`src/rtl/time_keeper_bcd.sv`:
```
// time_keeper_bcd
// BCD time-of-day keeper (HH:MM:SS, held internally in 24 h form) driven from
// the system clock through a prescaler. It also produces a free-running slow
// strobe clock, per-unit enable pulses, a 12/24 h display mapping, a validated
// time-set load and a minute-resolution alarm.
module time_keeper_bcd #(
    parameter int TICKS_PER_SEC = 1000000,  // clk cycles per second, >= 2
    parameter int SLOW_HALF     = 1000,     // clk cycles per clk_slow half-period, >= 1
    parameter bit ALARM_EN      = 1'b1      // 0 removes the alarm compare
) (
    input  logic       clk,
    input  logic       rst,
    input  logic       run_en,
    input  logic       mode_12h,
    input  logic       set_valid,
    input  logic [7:0] set_hh,
    input  logic [7:0] set_mm,
    input  logic [7:0] set_ss,
    input  logic       alarm_en,
    input  logic [7:0] alarm_hh,
    input  logic [7:0] alarm_mm,
    output logic       clk_slow,
    output logic       sec_en,
    output logic       min_en,
    output logic       day_en,
    output logic [1:0] hour_tens,
    output logic [3:0] hour_units,
    output logic [2:0] min_tens,
    output logic [3:0] min_units,
    output logic [2:0] sec_tens,
    output logic [3:0] sec_units,
    output logic       pm,
    output logic       set_err,
    output logic       alarm_hit
);

    // Counter widths; the slow counter keeps one bit even when SLOW_HALF is 1.
    localparam int PRE_W  = $clog2(TICKS_PER_SEC);
    localparam int SLOW_W = (SLOW_HALF > 1) ? $clog2(SLOW_HALF) : 1;

    localparam logic [PRE_W-1:0]  PRE_LAST  = PRE_W'(TICKS_PER_SEC - 1);
    localparam logic [SLOW_W-1:0] SLOW_LAST = SLOW_W'(SLOW_HALF - 1);

    // Slow strobe divider
    logic [SLOW_W-1:0] r_slow_cnt;
    logic              r_clk_slow;

    // Prescaler
    logic [PRE_W-1:0]  r_pre;

    // Time of day, 24 h BCD digits
    logic [1:0] r_hr_t;
    logic [3:0] r_hr_u;
    logic [2:0] r_min_t;
    logic [3:0] r_min_u;
    logic [2:0] r_sec_t;
    logic [3:0] r_sec_u;

    // Registered event pulses
    logic r_sec_en;
    logic r_min_en;
    logic r_day_en;
    logic r_set_err;

    // Time after one more second, plus the carries that produce it
    logic [1:0] w_nxt_hr_t;
    logic [3:0] w_nxt_hr_u;
    logic [2:0] w_nxt_min_t;
    logic [3:0] w_nxt_min_u;
    logic [2:0] w_nxt_sec_t;
    logic [3:0] w_nxt_sec_u;
    logic       w_sec_wrap;
    logic       w_min_wrap;
    logic       w_day_wrap;

    logic       w_tick;
    logic       w_set_fields_ok;
    logic       w_set_load;
    logic       w_set_bad;

    logic [4:0] w_hour_bin;
    logic [4:0] w_disp_bin;

    // ------------------------------------------------------------------
    // Slow strobe: free-running, ignores run_en and set requests.
    // ------------------------------------------------------------------
    // Divide clk down to a square wave with a half-period of SLOW_HALF cycles.
    always_ff @(posedge clk) begin
        // NOTE: registers use non-blocking assignments so every flop in the
        // block samples pre-edge values regardless of statement order.
        if (rst) begin
            r_slow_cnt <= '0;
            r_clk_slow <= 1'b0;
        end else if (r_slow_cnt == SLOW_LAST) begin
            r_slow_cnt <= '0;
            r_clk_slow <= ~r_clk_slow;
        end else begin
            r_slow_cnt <= r_slow_cnt + 1'b1;
        end
    end

    assign clk_slow = r_clk_slow;

    // ------------------------------------------------------------------
    // Set request validation: all nibbles decimal, hh <= 23, tens <= 5.
    // ------------------------------------------------------------------
    assign w_set_fields_ok = (set_hh[3:0] <= 4'd9) &&
                             (set_mm[3:0] <= 4'd9) &&
                             (set_ss[3:0] <= 4'd9) &&
                             ((set_hh[7:4] <= 4'd1) ||
                              ((set_hh[7:4] == 4'd2) && (set_hh[3:0] <= 4'd3))) &&
                             (set_mm[7:4] <= 4'd5) &&
                             (set_ss[7:4] <= 4'd5);

    assign w_set_load = set_valid && w_set_fields_ok;
    assign w_set_bad  = set_valid && !w_set_fields_ok;

    // A tick is the prescaler's terminal count while running.
    assign w_tick = run_en && (r_pre == PRE_LAST);

    // Prescaler: counts only while running, restarts on an accepted set.
    always_ff @(posedge clk) begin
        if (rst) begin
            r_pre <= '0;
        end else if (w_set_load) begin
            r_pre <= '0;
        end else if (run_en) begin
            if (r_pre == PRE_LAST) begin
                r_pre <= '0;
            end else begin
                r_pre <= r_pre + 1'b1;
            end
        end
    end

    // ------------------------------------------------------------------
    // One-second advance: each digit moves only when the one below wraps.
    // ------------------------------------------------------------------
    // Compute the time one second ahead of the current state.
    always_comb begin
        // NOTE: every output gets a default first so no path leaves one
        // unassigned, which would otherwise infer a latch.
        w_nxt_hr_t  = r_hr_t;
        w_nxt_hr_u  = r_hr_u;
        w_nxt_min_t = r_min_t;
        w_nxt_min_u = r_min_u;
        w_nxt_sec_t = r_sec_t;
        w_nxt_sec_u = r_sec_u;

        w_sec_wrap = (r_sec_t == 3'd5) && (r_sec_u == 4'd9);
        w_min_wrap = w_sec_wrap && (r_min_t == 3'd5) && (r_min_u == 4'd9);
        w_day_wrap = w_min_wrap && (r_hr_t == 2'd2) && (r_hr_u == 4'd3);

        if (r_sec_u == 4'd9) begin
            w_nxt_sec_u = 4'd0;
            w_nxt_sec_t = (r_sec_t == 3'd5) ? 3'd0 : r_sec_t + 3'd1;
        end else begin
            w_nxt_sec_u = r_sec_u + 4'd1;
        end

        if (w_sec_wrap) begin
            if (r_min_u == 4'd9) begin
                w_nxt_min_u = 4'd0;
                w_nxt_min_t = (r_min_t == 3'd5) ? 3'd0 : r_min_t + 3'd1;
            end else begin
                w_nxt_min_u = r_min_u + 4'd1;
            end
        end

        if (w_min_wrap) begin
            if (w_day_wrap) begin
                w_nxt_hr_t = 2'd0;
                w_nxt_hr_u = 4'd0;
            end else if (r_hr_u == 4'd9) begin
                w_nxt_hr_u = 4'd0;
                w_nxt_hr_t = r_hr_t + 2'd1;
            end else begin
                w_nxt_hr_u = r_hr_u + 4'd1;
            end
        end
    end

    // Time register: an accepted set wins over a coinciding tick.
    always_ff @(posedge clk) begin
        if (rst) begin
            r_hr_t  <= 2'd0;
            r_hr_u  <= 4'd0;
            r_min_t <= 3'd0;
            r_min_u <= 4'd0;
            r_sec_t <= 3'd0;
            r_sec_u <= 4'd0;
        end else if (w_set_load) begin
            r_hr_t  <= set_hh[5:4];
            r_hr_u  <= set_hh[3:0];
            r_min_t <= set_mm[6:4];
            r_min_u <= set_mm[3:0];
            r_sec_t <= set_ss[6:4];
            r_sec_u <= set_ss[3:0];
        end else if (w_tick) begin
            r_hr_t  <= w_nxt_hr_t;
            r_hr_u  <= w_nxt_hr_u;
            r_min_t <= w_nxt_min_t;
            r_min_u <= w_nxt_min_u;
            r_sec_t <= w_nxt_sec_t;
            r_sec_u <= w_nxt_sec_u;
        end
    end

    // Event pulses, aligned with the digits they describe; a load drops the tick.
    always_ff @(posedge clk) begin
        if (rst) begin
            r_sec_en  <= 1'b0;
            r_min_en  <= 1'b0;
            r_day_en  <= 1'b0;
            r_set_err <= 1'b0;
        end else begin
            r_sec_en  <= w_tick && !w_set_load;
            r_min_en  <= w_tick && !w_set_load && w_sec_wrap;
            r_day_en  <= w_tick && !w_set_load && w_day_wrap;
            r_set_err <= w_set_bad;
        end
    end

    assign sec_en  = r_sec_en;
    assign min_en  = r_min_en;
    assign day_en  = r_day_en;
    assign set_err = r_set_err;

    // ------------------------------------------------------------------
    // Display mapping, combinational from state.
    // ------------------------------------------------------------------
    assign w_hour_bin = 5'(r_hr_t) * 5'd10 + 5'(r_hr_u);
    assign pm         = (w_hour_bin >= 5'd12);

    // Map the internal hour to 24 h or 12 h display digits.
    always_comb begin
        w_disp_bin = w_hour_bin;
        hour_tens  = r_hr_t;
        hour_units = r_hr_u;
        if (mode_12h) begin
            if (w_hour_bin == 5'd0) begin
                w_disp_bin = 5'd12;
            end else if (w_hour_bin > 5'd12) begin
                w_disp_bin = w_hour_bin - 5'd12;
            end
            if (w_disp_bin >= 5'd10) begin
                hour_tens  = 2'd1;
                hour_units = 4'(w_disp_bin - 5'd10);
            end else begin
                hour_tens  = 2'd0;
                hour_units = 4'(w_disp_bin);
            end
        end
    end

    assign min_tens  = r_min_t;
    assign min_units = r_min_u;
    assign sec_tens  = r_sec_t;
    assign sec_units = r_sec_u;

    // ------------------------------------------------------------------
    // Alarm: fires when a tick lands on alarm_hh:alarm_mm:00. The compare is
    // against a legal time, so out-of-range alarm settings simply never match.
    // ------------------------------------------------------------------
    if (ALARM_EN) begin : g_alarm
        logic w_alarm_match;
        logic r_alarm_hit;

        assign w_alarm_match = alarm_en && w_sec_wrap &&
                               ({2'b00, w_nxt_hr_t, w_nxt_hr_u} == alarm_hh) &&
                               ({1'b0, w_nxt_min_t, w_nxt_min_u} == alarm_mm);

        // Register the alarm pulse; loads never fire it.
        always_ff @(posedge clk) begin
            if (rst) begin
                r_alarm_hit <= 1'b0;
            end else begin
                r_alarm_hit <= w_tick && !w_set_load && w_alarm_match;
            end
        end

        assign alarm_hit = r_alarm_hit;
    end else begin : g_no_alarm
        assign alarm_hit = 1'b0;
    end

endmodule

```
`config.mk`:
```
export PLATFORM = sky130hd
export DESIGN_NAME = time_keeper_bcd
export DESIGN_NICKNAME = d
export VERILOG_FILES = /design/src/rtl/time_keeper_bcd.sv
export SDC_FILE = /design/constraint.sdc
export NUM_CORES = 1
export LEC_CHECK = 0
export ABC_AREA = 1
export ABC_CLOCK_PERIOD_IN_PS = 3400
export BUFFER_PORTS_ARGS = -buffer_cell sky130_fd_sc_hd__clkbuf_2
export CAP_MARGIN = 20
export CORE_ASPECT_RATIO = 1.75
export CORE_UTILIZATION = 44
export CTS_CLUSTER_DIAMETER = 50
export CTS_CLUSTER_SIZE = 20
export DETAILED_ROUTE_END_ITERATION = 6
export GPL_TIMING_DRIVEN = 0
export HOLD_SLACK_MARGIN = 0.15
export PLACE_DENSITY_LB_ADDON = 0.05
export SYNTH_ARGS = -nofsm -noshare
export SYNTH_HDL_FRONTEND = slang
export SYNTH_SLANG_ARGS = --single-unit
```
`constraint.sdc`:
```
create_clock -name clk -period 3.4 [get_ports clk]
set_input_delay 0.34 -clock clk [delete_from_list [all_inputs] [get_ports clk]]
set_output_delay 0.34 -clock clk [all_outputs]
set_load 0.01 [all_outputs]
```
==> impl_metrics.toml <==
[synth]
async_reset_ff_share_pct = 0
yosys.area_share.simple_pct = 42.52
synthTopCellsByArea = "dfxtp_1, nand2_1, inv_1"
synth_warnings = 0
synth.distinct_cells = 41
synthAdderAreaFrac_pct = 3.740
postSynthAreaPerCell_um2 = 6.447
synth_ff_type = "dfxtp_1"
ys_ff_latch = 56
synth_edf_count = 0
synth_nets = 659
muxShareOfSynthArea_pct = 0
postSynthCellCount = 602
synthesis.area_mm2 = 0.003881
synth-xor-area-share_pct = 4.030
synth_top_family_by_area = "simple AND/OR/NAND/NOR gates"
yosysTopAreaCell = "dfxtp_1"
synth_most_common_cell = "nand2_1"
ys_top_cells_by_count = "nand2_1, inv_1, nor2_1"
synth_compound_area_share_pct = 11.54
yosysSeqAreaShare_pct = 28.88
yosys.area.top_type_share_pct = 28.88

[cts]
cts.sinks = 56
numCtsBuffers = 5
clk_pin_slew_worst_paths_ps = 80
clockBufferDepth = 2
clk_latency_ps = 300
htreeDepth = 2
cts_tree = "done"
cts_root_buf = "clkbuf_16"

[critical_path]
crit_required_ps = 3060
crit_slowest_cell = "fa_1"
critPathTopFamily = "adder cells"
path_class = "flip-flop to output pin"
path_max_fanout = 6
reg2regPathDepth = 9
crit_path_start = "r_hr_u[1]"
crit_chain = "ha_4 > inv_1 > fa_1 > inv_2 > ha_2 > inv_2 > nor2_4 > o211ai_1 > nand2_1 > inv_1 > ha_1 > inv_1 > nand2_2 > nand3_2 > nand2_2 > nand2_1 > o21ai_1 > buf_2"
cp.arrival_ps = 2890
crit_end = "hour_units[1]"
regToRegSetupSlack_ps = 1210
startpoint_type = "flip-flop"
cpMostUsedCell = "inv_1"
cp-end-kind = "output pin"
crit_buf_inv = 6
path_depth = 18
reg2reg_from = "r_pre[0]"
r2r_end = "min_units[2]"
cpPeakStageDelay_ps = 560

[global_route]
grt.overflow.total = 0
antenna_found_initial = 0
gr-usage-all-layers_pct = 25.34
grt_pass1_wl_um = 18080
grt_pass1_vias = 3990
grt_start_max_net_pins = 20

[timing]
relSlewSlack_pct = 63.83
fmax_ghz = 0.3099
min_period_over_period_pct = 94.90
worst_slew_pin_slew_ps = 540.6
period_needed_ps = 3227
worst_slack_ps = 173.4
hold_viol = 0
drv_slew = 0
skew_ps = 6.928
setup_viol = 0
tns_ps = 0
hold-worst-slack_ps = 286.6

[placement]
hpwlAfterDp_um = 8916
globalplace.congestion = 0.9461
portBuffers = 70
dp_slack_ps = 78.43
dp.cells = 789

[hold_path]
hold_class = "input port to flip-flop"
whs_path_depth = 3

[die]
rows = 45
chipHeight_um = 126.2
die_area_mm2 = 0.009215
core-area_mm2 = 0.008615
io_pins = 73
start_util_pct = 45.05
die_x_um = 73.00

[layout]
stdcell_count = 798
nets = 737
diodes = 0
drive_above_1_share_pct = 21.00
utilization_pct = 53.13
fillers = 940
syn2layout_area_growth_pct = 17.92

[pwr]
cellPowerDensity_mw_per_mm2 = 283.7
leakagePower_nw = 2.059
ir_worst_vdd_uv = 296.2

[route]
vias_per_cell = 5.208
drt_iter0_markers = 144
drc = 0
drtAntennaViolNets = 0
wl_per_cell_um = 13.84
firstDrtPassIters = 4
routed_wl_um = 11050
vias = 4156

[run]
maxCapViolations = 0

[run_status]
run_status = "finished, final reports clean"
timing repair:
action,4_1_cts,5_1_grt
setup endpoints to repair,4,4
buffers inserted,1,0
pin swaps,2,5
hold buffers,0,0
resized for setup,7,10
where the power goes:
group	switching [W]	internal, W
Combinational	0.0000558	0.0000390
Sequential	0.00000456	0.000660
Clock	0.000258	0.000281
worst register-to-register path: cells and delay by family, from the launching register on:
family | cells | cell delay, ps
simple gates | 5 | 890
fa+ha+maj | 1 | 230
buf+inv | 2 | 450
flops | 1 | 380
compound gates | 1 | 120
through the flow:
| step | area (µm²) | total power (W) |
|---|---|---|
| 2_1_floorplan | 3881 | 0.0007265 |
| 3_3_place_gp | 4378 | 0.0007747 |
| 3_5_place_dp | 4378 | 0.0007758 |
| 4_1_cts | 4548 | 0.001320 |
| 5_1_grt | 4577 | 0.001357 |
| 6_report | 4577 | 0.001298 |
area by class of cell:
| class | count | area (µm²) | share of cell area (%) |
|---|---|---|---|
| timing repair buffer | 71 | 357.8 | 7.818 |
| multi-input combinational | 452 | 2432 | 53.14 |
| sequential | 56 | 1129 | 24.66 |
| tap | 117 | 146.4 | 3.198 |
| clock inverter | 3 | 26.28 | 0.5741 |
| clock buffer | 5 | 125.1 | 2.734 |
| inverter | 85 | 319.1 | 6.971 |
| buffer | 9 | 41.29 | 0.9021 |
logic make-up (layout without fill, tap and decap cells):
group / Yosys count / after routing
fa+ha+maj: 11 / 11
buf+inv: 94 / 173
xor+xnor: 17 / 17
simple gates: 343 / 343
compound gates: 81 / 81
flops: 56 / 56
registers in the layout, indices dropped and copies added, names as in the netlist:
| name | cells |
|---|---|
| r_slow_cnt | 10 |
| min_tens | 3 |
| alarm_hit | 1 |
| sec_units | 4 |
| min_units | 4 |
| day_en | 1 |
| clk_slow | 1 |
| r_hr_u | 4 |
| r_pre | 20 |
| sec_en | 1 |
| set_err | 1 |
| r_hr_t | 2 |
| min_en | 1 |
| sec_tens | 3 |
metal layers:
layer	vias to the layer above	track usage, %	share of wire (%)
met5	-	0	0
met4	0	14.99	4.7
met3	36	2.640	3.0
met2	121	46.35	54
met1	1878	26.89	39
li1	2121	-	-
cell usage in the layout, fill, tap and decap left out, drive strengths merged, types with 15 or more instances in the layout:
| cell | Yosys | layout |
|---|---|---|
| nand2 | 164 | 164 |
| nand3 | 51 | 51 |
| clkbuf | 5 | 79 |
| a21oi | 26 | 26 |
| inv | 85 | 87 |
| dfxtp | 56 | 56 |
| nor2 | 80 | 80 |
| nor3 | 15 | 15 |
| nand4 | 15 | 15 |
| o21ai | 34 | 34 |
worst min-delay path by stage:
stage	from	to	slack [ps]
finish	set_valid	set_err	290
global route	set_mm[4]	min_tens[0]	300
CTS	set_valid	set_err	280
detailed placement	r_slow_cnt[0]	r_slow_cnt[0]	440
global placement	r_slow_cnt[0]	r_slow_cnt[0]	430
floorplan	r_slow_cnt[0]	r_slow_cnt[0]	420
No activity file was read; power rests on OpenSTA's default activity.
